==> config.mk <==
export PLATFORM = sky130hd
export DESIGN_NAME = text_console_controller
export DESIGN_NICKNAME = d
export VERILOG_FILES = /design/src/rtl/text_console_controller.sv
export SDC_FILE = /design/constraint.sdc
export NUM_CORES = 1
export LEC_CHECK = 0
export BUFFER_PORTS_ARGS = -buffer_cell sky130_fd_sc_hd__buf_2
export CAP_MARGIN = 20
export CORE_UTILIZATION = 48
export CTS_CLUSTER_SIZE = 30
export DETAILED_ROUTE_END_ITERATION = 16
export PLACE_DENSITY = 0.7
export SLEW_MARGIN = 10
export SYNTH_ARGS = -nofsm -noshare
export SYNTH_HDL_FRONTEND = slang
export SYNTH_SLANG_ARGS = --single-unit
==> constraint.sdc <==
create_clock -name clk -period 2.7 [get_ports clk]
set_input_delay 0.405 -clock clk [delete_from_list [all_inputs] [get_ports clk]]
set_output_delay 0.405 -clock clk [all_outputs]
set_load 0.005 [all_outputs]
==> src/rtl/text_console_controller.sv <==
// text_console_controller
//
// Cursor/console front end for the character-plane text display. It takes
// character IDs over a valid/ready handshake and keeps track of a cursor.
// It handles newline, backspace and clear control codes. It drives the
// character plane's cell-write and scroll-up ports, and blanks the bottom
// row that each scroll exposes.
//
// Ports:
//   clk              system clock, all logic on the rising edge
//   reset            synchronous, active-high
//   char_in          incoming character ID or control code
//   char_valid       char_in is valid
//   char_ready       block can accept a character (FSM in IDLE)
//   put_row          character plane write row
//   put_col          character plane write column
//   put_character_id character plane write data
//   we               character plane write strobe, one cell per cycle
//   push_up          one-cycle scroll-up pulse to the character plane
//   cursor_row       current cursor row
//   cursor_col       current cursor column
//   busy             FSM not in IDLE
module text_console_controller #(
    parameter int                         ROW_NUMBER     = 15,
    parameter int                         COL_NUMBER     = 40,
    parameter int                         CHAR_ID_LENGTH = 8,
    parameter int                         ROW_BIT_LEN    = 4,
    parameter int                         COL_BIT_LEN    = 6,
    parameter logic [CHAR_ID_LENGTH-1:0]  BLANK_ID       = '0,
    parameter logic [CHAR_ID_LENGTH-1:0]  CODE_NEWLINE   = 8'h0A,
    parameter logic [CHAR_ID_LENGTH-1:0]  CODE_BACKSPACE = 8'h08,
    parameter logic [CHAR_ID_LENGTH-1:0]  CODE_CLEAR     = 8'h0C
) (
    input  logic                      clk,
    input  logic                      reset,
    input  logic [CHAR_ID_LENGTH-1:0] char_in,
    input  logic                      char_valid,
    output logic                      char_ready,
    output logic [ROW_BIT_LEN-1:0]    put_row,
    output logic [COL_BIT_LEN-1:0]    put_col,
    output logic [CHAR_ID_LENGTH-1:0] put_character_id,
    output logic                      we,
    output logic                      push_up,
    output logic [ROW_BIT_LEN-1:0]    cursor_row,
    output logic [COL_BIT_LEN-1:0]    cursor_col,
    output logic                      busy
);

    localparam logic [ROW_BIT_LEN-1:0] LAST_ROW = ROW_BIT_LEN'(ROW_NUMBER - 1);
    localparam logic [COL_BIT_LEN-1:0] LAST_COL = COL_BIT_LEN'(COL_NUMBER - 1);

    localparam logic [2:0] S_IDLE      = 3'd0;
    localparam logic [2:0] S_WRITE     = 3'd1;
    localparam logic [2:0] S_SCROLL    = 3'd2;
    localparam logic [2:0] S_BLANK_ROW = 3'd3;
    localparam logic [2:0] S_CLEAR     = 3'd4;

    logic [2:0] state;
    // Set when the current WRITE filled the last cell of the last row.
    logic       scroll_after_write;

    assign char_ready = (state == S_IDLE);
    assign busy       = (state != S_IDLE);

    // The put_* registers also act as the scan counters for CLEAR and
    // BLANK_ROW. A write's address and its sequencing stay aligned, and
    // put_* keep their last value whenever we is low.
    always_ff @(posedge clk) begin
        if (reset) begin
            state              <= S_IDLE;
            scroll_after_write <= 1'b0;
            cursor_row         <= '0;
            cursor_col         <= '0;
            put_row            <= '0;
            put_col            <= '0;
            put_character_id   <= '0;
            we                 <= 1'b0;
            push_up            <= 1'b0;
        end else begin
            case (state)
                S_IDLE: begin
                    if (char_valid) begin
                        if (char_in == CODE_NEWLINE) begin
                            cursor_col <= '0;
                            if (cursor_row == LAST_ROW) begin
                                push_up <= 1'b1;
                                state   <= S_SCROLL;
                            end else begin
                                cursor_row <= cursor_row + 1'b1;
                            end
                        end else if (char_in == CODE_BACKSPACE) begin
                            if (cursor_col != '0) begin
                                cursor_col         <= cursor_col - 1'b1;
                                put_row            <= cursor_row;
                                put_col            <= cursor_col - 1'b1;
                                put_character_id   <= BLANK_ID;
                                we                 <= 1'b1;
                                scroll_after_write <= 1'b0;
                                state              <= S_WRITE;
                            end else if (cursor_row != '0) begin
                                cursor_row         <= cursor_row - 1'b1;
                                cursor_col         <= LAST_COL;
                                put_row            <= cursor_row - 1'b1;
                                put_col            <= LAST_COL;
                                put_character_id   <= BLANK_ID;
                                we                 <= 1'b1;
                                scroll_after_write <= 1'b0;
                                state              <= S_WRITE;
                            end
                        end else if (char_in == CODE_CLEAR) begin
                            put_row          <= '0;
                            put_col          <= '0;
                            put_character_id <= BLANK_ID;
                            we               <= 1'b1;
                            state            <= S_CLEAR;
                        end else begin
                            put_row          <= cursor_row;
                            put_col          <= cursor_col;
                            put_character_id <= char_in;
                            we               <= 1'b1;
                            state            <= S_WRITE;
                            if (cursor_col == LAST_COL) begin
                                cursor_col <= '0;
                                if (cursor_row == LAST_ROW) begin
                                    scroll_after_write <= 1'b1;
                                end else begin
                                    cursor_row         <= cursor_row + 1'b1;
                                    scroll_after_write <= 1'b0;
                                end
                            end else begin
                                cursor_col         <= cursor_col + 1'b1;
                                scroll_after_write <= 1'b0;
                            end
                        end
                    end
                end

                S_WRITE: begin
                    we <= 1'b0;
                    if (scroll_after_write) begin
                        push_up <= 1'b1;
                        state   <= S_SCROLL;
                    end else begin
                        state <= S_IDLE;
                    end
                end

                S_SCROLL: begin
                    push_up            <= 1'b0;
                    scroll_after_write <= 1'b0;
                    put_row            <= LAST_ROW;
                    put_col            <= '0;
                    put_character_id   <= BLANK_ID;
                    we                 <= 1'b1;
                    state              <= S_BLANK_ROW;
                end

                S_BLANK_ROW: begin
                    if (put_col == LAST_COL) begin
                        we         <= 1'b0;
                        cursor_row <= LAST_ROW;
                        cursor_col <= '0;
                        state      <= S_IDLE;
                    end else begin
                        put_col <= put_col + 1'b1;
                    end
                end

                S_CLEAR: begin
                    if (put_col == LAST_COL) begin
                        if (put_row == LAST_ROW) begin
                            we         <= 1'b0;
                            cursor_row <= '0;
                            cursor_col <= '0;
                            state      <= S_IDLE;
                        end else begin
                            put_col <= '0;
                            put_row <= put_row + 1'b1;
                        end
                    end else begin
                        put_col <= put_col + 1'b1;
                    end
                end

                default: begin
                    we      <= 1'b0;
                    push_up <= 1'b0;
                    state   <= S_IDLE;
                end
            endcase
        end
    end

endmodule

==> metrics <==
antenna viol nets, final=0; Die Y=~75 um; Synth Register Bits=34; vias in the first global route=2433; maximum vdd drop=0.273 mV; sw frac=0.319; crit end category=flop; max_cap viols=0; largest net degree at the start of global routing=20; WP data required=2880 ps; Worst-path clk slew=roughly 70 ps; Hold Buf Count CTS=0; number of I/O port buffers=42; GRT Residual Overflow=0; Setup Viol. Count Final=0; R2R cell count=8; Final HPWL DP=5630 um; most frequent cells in the layout=buf_2 (42), dfxtp_1 (34), nand2_1 (32), nor2_1 (32), a21oi_1 (31); Clock Tree Buf Depth=2; crit path from=cursor_col[0]; placed insts=between 400 and 500; Synth warnings=0; final slew viol count=0; nets=between 400 and 500; Net Count, Synth=361; Tightest Pin Transition=563 ps; Logic pwr share=0.259; CP endpoint=put_col[3]; Reg power frac=0.432; Worst R2R Start=cursor_col[0]; Routed wire per std cell=~16 um; Achievable Freq=402 MHz; Internal=0.000875 W; Worst-Skew Late Latency=approximately 300 ps; placed cell area=2910 um^2; Pwr per Cell Area=427 nW/um^2; Synth top area share=0.265; crit path max fanout=8; Chip Width=75.1 um; io pins=43; Clock Skew=5.51 ps; fin area=~3000 um^2; first-pass GRT wire length=11700 um; Die ar.=5640 um^2; setup_tns=0 ps; Clock Sinks=34; post-CTS resize count=0; Inserted Diodes=0; initial antenna violation count=0; register area share after synthesis=0.265; Worst setup SP type=flop; vias post-DR=2844; final hold slack=407 ps; DRC Markers=0; Worst EP arrival=between 2000 and 3000 ps; top cells by area, synth=dfxtp_1 (27%), a21oi_1 (6.0%), nand3_1 (5.5%), nand2_1 (4.7%), nor2_1 (4.7%); Post-Syn Area per Cell=about 7.5 um^2; CTS tree=yes; Yosys top cell by area=dfxtp_1; H-tree lvl count=2; Overall Global Routing Usage=0.278; commonest non-fill, non-tap cell in the layout=buf_2; status=completed; CP Class=reg -> reg; utilization after layout=0.585; CTS root buf=clkbuf_8; fin crit period=2490 ps; Mapped Cells=342; DR iter-0 viols=330; asr flop ratio synth=0; fin crit share=0.922; Routed WL=7490 um; RSZ-0062 raised after global routing=no; Min-Delay Path Depth=3; Clock power frac=0.309; row cnt=26; placeable core region=5140 um^2; TritonRoute pass-1 iters=5; P_leak=1.23 nW; Worst slew margin=0.621; CTS Buf Count=5; vias per cell=6.20; Sw Pwr=0.000409 W; share of cells above drive strength 1=0.216; Netlist cell types=64; Initial Util=0.499; Syn Std Cell Area=2570 um^2; Post-synth EDFFs=0; RePlAce Congestion=0.917; Final Hold Viols=0; Critical R2R Capture=put_col[3]; R2R setup slack=between 200 and 250 ps; setup bufs post-CTS=0; Non-Filler Instances=459; Area Growth Syn to Fin=17.3%; Hold Path Class=in -> reg; predominant post-synthesis flop cell=dfxtp_1
## layer usage
metal	global-route usage	routed length (um)	part of all wire
met1	0.363	3290	0.44
met2	0.456	3540	0.47
met3	0.0495	536	0.072
met4	0.105	121	0.016
met5	0	0	0
## power by group through the flow
stage / Combinational, W / Clock (W) / Sequential [W]
after floorplan: 0.000212 / 0 / 0.000569
after global placement: 0.000322 / 0 / 0.000565
after detailed placement: 0.000326 / 0 / 0.000566
after CTS: 0.000329 / 0.000405 / 0.000555
after global routing: 0.000364 / 0.000425 / 0.000559
final: 0.000333 / 0.000397 / 0.000555
## kinds of logic after synthesis
family / after synthesis / share of synthesized area
and+or+nand+nor: 148 / 0.316
AOI/OAI and AO/OA: 96 / 0.255
buffers and inverters: 40 / 0.0634
DFF: 34 / 0.265
muxes: 10 / 0.0400
adders and majority gates: 8 / 0.0390
xor gates and xnor gates: 6 / 0.0205
## cell type report
class / instances / area [um^2]
Multi-Input combinational cell: 268 / 1720
Inverter: 19 / 71.3
Sequential cell: 34 / 681
Clock buffer: 7 / 86.3
Timing Repair Buffer: 60 / 355
Tap cell: 70 / 87.6
Fill cell: 508 / 2130
Clock inverter: 1 / 5.00
## how the worst min path moves through the flow
stage	from	endpoint	slack (ps)
after floorplan	put_character_id[2]	put_character_id[2]	450
after global placement	put_character_id[2]	put_character_id[2]	440
after detailed placement	put_character_id[3]	put_character_id[3]	440
after CTS	char_in[3]	put_character_id[3]	400
after global routing	char_in[3]	put_character_id[3]	410
final	char_in[3]	put_character_id[3]	410
## critical path, cell delays in order, from the launching register on
cell	delay (ps)
dfxtp_1	310
inv_1	60
ha_1	300
nor4b_1	480
nand3_1	280
o22ai_2	220
nand2b_1	380
or2b_2	250
o32ai_2	90
## state kept, by name, summed over array words and instances (netlist names)
| signal | flops |
|---|---|
| state | 3 |
| push_up | 1 |
| we | 1 |
| cursor_row | 4 |
| put_row | 4 |
| put_character_id | 8 |
| cursor_col | 6 |
| scroll_after_write | 1 |
| put_col | 6 |
## cell usage after synthesis (2+ instances only)
cell type and number:
dfxtp_1 34, nand2_1 32, nor2_1 32, a21oi_1 31
nand3_1 28, inv_1 18, o21ai_0 17, clkbuf_1 16
nor3_1 12, ha_1 8, mux2i_1 8, a31oi_1 7
nand4_1 6, nand2b_1 5, xnor2_1 5, buf_2 4
nor4_1 4, o32ai_2 4, or3_1 4, or4_1 4
a211oi_1 3, a22oi_1 3, a311oi_1 3, o21ai_1 3
o31ai_1 3, a211o_1 2, and3_1 2, mux2_1 2
nor3_2 2, nor4_4 2, o211a_1 2, o22ai_1 2
o2bb2ai_1 2, or4b_1 2
## metrics by stage
stage | total power (W) | setup slack, ps
after floorplan | 0.000781 | 426
after global placement | 0.000887 | 183
after detailed placement | 0.000892 | 120
after CTS | 0.00129 | 235
after global routing | 0.00135 | 25.2
final | 0.00128 | 212
(Power assumes the default switching activity.)
